**config.mk**
```make
export PLATFORM = sky130hd
export DESIGN_NAME = apb_slv_mem_array
export DESIGN_NICKNAME = d
export VERILOG_FILES = /design/src/rtl/apb_slv_mem_array.sv
export SDC_FILE = /design/constraint.sdc
export NUM_CORES = 2
export LEC_CHECK = 0
export BUFFER_PORTS_ARGS = -buffer_cell sky130_fd_sc_hd__buf_2
export CORE_MARGIN = 2
export CORE_UTILIZATION = 25
export CTS_BUF_LIST = sky130_fd_sc_hd__clkbuf_2 sky130_fd_sc_hd__clkbuf_4 sky130_fd_sc_hd__clkbuf_8
export DETAILED_ROUTE_END_ITERATION = 12
export GPL_ROUTABILITY_DRIVEN = 0
export PLACE_DENSITY = 0.46
export SETUP_SLACK_MARGIN = 0.1
export SLEW_MARGIN = 20
export SYNTH_ARGS = -nofsm -noshare
export SYNTH_HDL_FRONTEND = slang
export SYNTH_SLANG_ARGS = --single-unit
```
**constraint.sdc**
```tcl
create_clock -name clk_i -period 7 [get_ports clk_i]
set_input_delay 1.4 -clock clk_i [delete_from_list [all_inputs] [get_ports clk_i]]
set_output_delay 1.4 -clock clk_i [all_outputs]
set_load 0.02 [all_outputs]
```
**src/rtl/apb_slv_mem_array.sv**
```systemverilog
// apb_slv_mem_array: DEPTH x DW flop array, async reset to RESET_VALUE.
//   clk_i, rst_ni          clock, async active-low reset
//   we_i, waddr_i, wdata_i write port; wbe_i selects byte lanes
//   raddr_i, rdata_o       combinational read port
module apb_slv_mem_array #(
  parameter int            DW          = 32,
  parameter int            DEPTH       = 64,
  parameter int            IDXW        = $clog2(DEPTH),
  parameter logic [DW-1:0] RESET_VALUE = '0
) (
  input  logic            clk_i,
  input  logic            rst_ni,
  input  logic            we_i,
  input  logic [IDXW-1:0] waddr_i,
  input  logic [DW-1:0]   wdata_i,
  input  logic [DW/8-1:0] wbe_i,
  input  logic [IDXW-1:0] raddr_i,
  output logic [DW-1:0]   rdata_o
);
  localparam int NB = DW / 8;

  logic [DEPTH-1:0][DW-1:0] mem_q;

  always_ff @(posedge clk_i or negedge rst_ni) begin
    if (!rst_ni) begin
      for (int w = 0; w < DEPTH; w++) mem_q[w] <= RESET_VALUE;
    end else if (we_i) begin
      for (int b = 0; b < NB; b++)
        if (wbe_i[b]) mem_q[waddr_i][8*b +: 8] <= wdata_i[8*b +: 8];
    end
  end

  assign rdata_o = mem_q[raddr_i];
endmodule

```
==> reports/qor.csv <==
metric;value;unit
Stages on worst setup path;8;
R2R Setup Slk;6.21;ns
clk sinks;2048;
number of library cell types mapped by synthesis;34;
Post-route DRC;0;
Post-Place Cells;10671;
WS Path Type;in -> out;
mean routed wirelength per cell;26.6;µm
layout cells sized above 1;56.9;%
fin util;28.9;%
clk_lat worst skew;0.97;ns
top flop regs;mem_q (2048);
global-route wire length before repair;436;mm
Ports;83;
Final TNS setup;0;ns
DRT antenna net count;0;
Final Slew Violations;0;
IR drop worst, VDD;0.152;mV
Initial Util;25.1;%
Setup Viol. Count Final;0;
commonest non-fill, non-tap cell in the layout;mux2_2;
GRT overflow;0;
P_leak;49.4;nW
Switching Fraction;25.2;%
fin area;107000;µm²
run status;finished, final reports clean;
period utilization;88.6;%
clock power share;41.3;%
fin cells;11295;
Mean Syn Cell Area;16.0;µm²
initial antenna violation count;25;
Worst-Margin Slew;1.20;ns
vias in the first global route;58136;
sequence of cells on the critical path;buf_8 -> buf_12 -> buf_4 -> mux4_2 -> mux4_2 -> a211oi_1 -> a21oi_1 -> buf_2;
final hold vios;0;
asr flop ratio synth;100;%
post-cts gate resize count;0;
skew final;0;ns
sequential share of power;48.1;%
Post-synth EDFFs;0;
Worst R2R Path Depth;1;
cell count after synthesis;5838;
WP data arrival;4.81;ns
First-pass DRT Iterations;5;
CTS Hold Buffers Added;0;
CP Max Fanout;72;
final wirelength;300;mm
Syn-to-layout area delta;15.3;%
Gate power share;10.6;%
Yosys reg bits;2048;
Crit. End Element;primary output;
Most flops, register;mem_q;
Clk pin slew, worst setup/hold paths;0.06;ns
largest net degree at the start of global routing;142;
most frequent cells in the layout;mux2_2, dfrtp_1, mux4_2;
CTS Buf Count;352;
CP dominant cell by count;mux4_2;
I/O Buffers;82;
delay-heaviest family, CP;buffers and inverters;
start point of the critical path;raddr_i[1];
Power Density;257;nW/µm²
max_cap viols;0;
FF-to-FF Start;mem_q[1210];
Final nets;6104;
Largest register FFs;2048;
unrepaired setup endpoints after global routing;false;
Syn Nets;5889;
Setup crit start kind;input port;
total power;27.6;mW
Mapped Area;93200;µm²
DR vias/cell;4.73;
Switch Pwr;6.97;mW
yosys warns;0;
clock root buffer master;clkbuf_8;
Core Region;372000;µm²
Die Span Y;615;µm
Tmin final;6.21;ns
vias;53480;
Rows;224;
CP max stage delay;0.61;ns
Min-Delay Path Class;in -> async;
Die Wd;615;µm
Slowest-stage cell, CP;buf_8;
Int Pwr;20.7;mW
CTS tree;done;
crit path buf inv count;4;
Fmax achieved;0.161;GHz
Post-synth top flop;dfrtp_1;
Critical Path RT;5.60;ns
worst r2r dst;mem_q[1210];
CTS Buffer Depth;4;
detailed placer's ending HPWL;190;mm
sequential area share after synthesis;55.0;%
Relative slew margins;19.9;%
all-layer global routing usage;15.7;%
area post-placement;100000;µm²
total die area;378000;µm²
Post-CTS Setup Repair Bufs;0;
iteration-0 DRC count of the detailed router;3416;
htree depth;5;
## layer usage
metal  vias up  wire length, µm  global-route usage (%)  part of all wire [%]
li1      22242                -                       -                     -
met1     29623           132000                    20.9                    44
met2      1155           143000                    25.6                    48
met3       446            13200                    2.66                   4.4
met4        14            11200                    5.53                   3.7
met5         -               79                       0                 0.026
## Yosys cell counts (2+ instances only)
| library cell | number | area share (%) |
|---|---|---|
| and2_1 | 9 | 0.060 |
| o221ai_1 | 2 | 0.019 |
| a211oi_1 | 26 | 0.21 |
| or3_1 | 2 | 0.013 |
| nor3_1 | 5 | 0.027 |
| nor3b_1 | 3 | 0.024 |
| mux4_2 | 572 | 14 |
| and3_1 | 2 | 0.013 |
| nand3_1 | 8 | 0.043 |
| buf_4 | 18 | 0.14 |
| nor2b_1 | 34 | 0.23 |
| a221o_1 | 2 | 0.021 |
| dfrtp_1 | 2048 | 55 |
| mux2i_1 | 97 | 1.0 |
| o22ai_1 | 4 | 0.027 |
| or3b_2 | 3 | 0.028 |
| mux2_2 | 2074 | 25 |
| o21ai_0 | 5 | 0.027 |
| a22oi_1 | 37 | 0.30 |
| a211o_1 | 3 | 0.028 |
| a21oi_1 | 30 | 0.16 |
| nand2b_1 | 3 | 0.020 |
| buf_6 | 8 | 0.097 |
| nor2_1 | 221 | 0.89 |
| nand2_1 | 179 | 0.72 |
| buf_1 | 58 | 0.23 |
| clkbuf_1 | 297 | 1.2 |
| o211ai_1 | 24 | 0.19 |
| and3b_1 | 4 | 0.038 |
| buf_2 | 56 | 0.30 |
## per-stage QoR
step           hold WS (ns)  worst slack (ns)
2_1_floorplan         0.474              2.18
3_3_place_gp          0.482             0.780
3_5_place_dp          0.487             0.814
4_1_cts               0.434             0.815
5_1_grt               0.476             0.737
6_report              0.472             0.795
## cell families (layout without fill, tap and decap cells)
group,Yosys count,in the layout,synth area share [%]
AO/OA/AOI/OAI,134,134,0.993
AND/OR/NAND/NOR,475,475,2.12
other,0,18,0
flip-flops,2048,2048,55.0
multiplexers,2743,2743,39.9
buffers and inverters,438,905,1.98
## power groups by stage
stage	clock network [mW]	logic [mW]	registers [mW]
finish	11.4	2.93	13.3
global route	12.3	3.16	13.4
CTS	11.8	3.00	13.3
detailed placement	0	2.99	13.5
global placement	0	2.92	13.4
floorplan	0	1.98	13.3
## worst max path at each step
stage | end | slack, ns
after detailed placement | rdata_o[22] | 0.81
after floorplan | rdata_o[29] | 2.18
after global placement | rdata_o[12] | 0.78
after global routing | rdata_o[22] | 0.74
after CTS | rdata_o[22] | 0.82
final | rdata_o[12] | 0.79
## area by class of cell
cell class	count	area [µm²]
Fill cell	37408	264000
Inverter	1	3.75
Tap cell	4972	6220
Clock buffer	550	6890
Clock inverter	56	418
Sequential cell	2048	51200
Antenna cell	18	45.0
Multi-Input combinational cell	3352	40200
Timing Repair Buffer	298	2470
No activity file was read; power rests on OpenSTA's default activity.
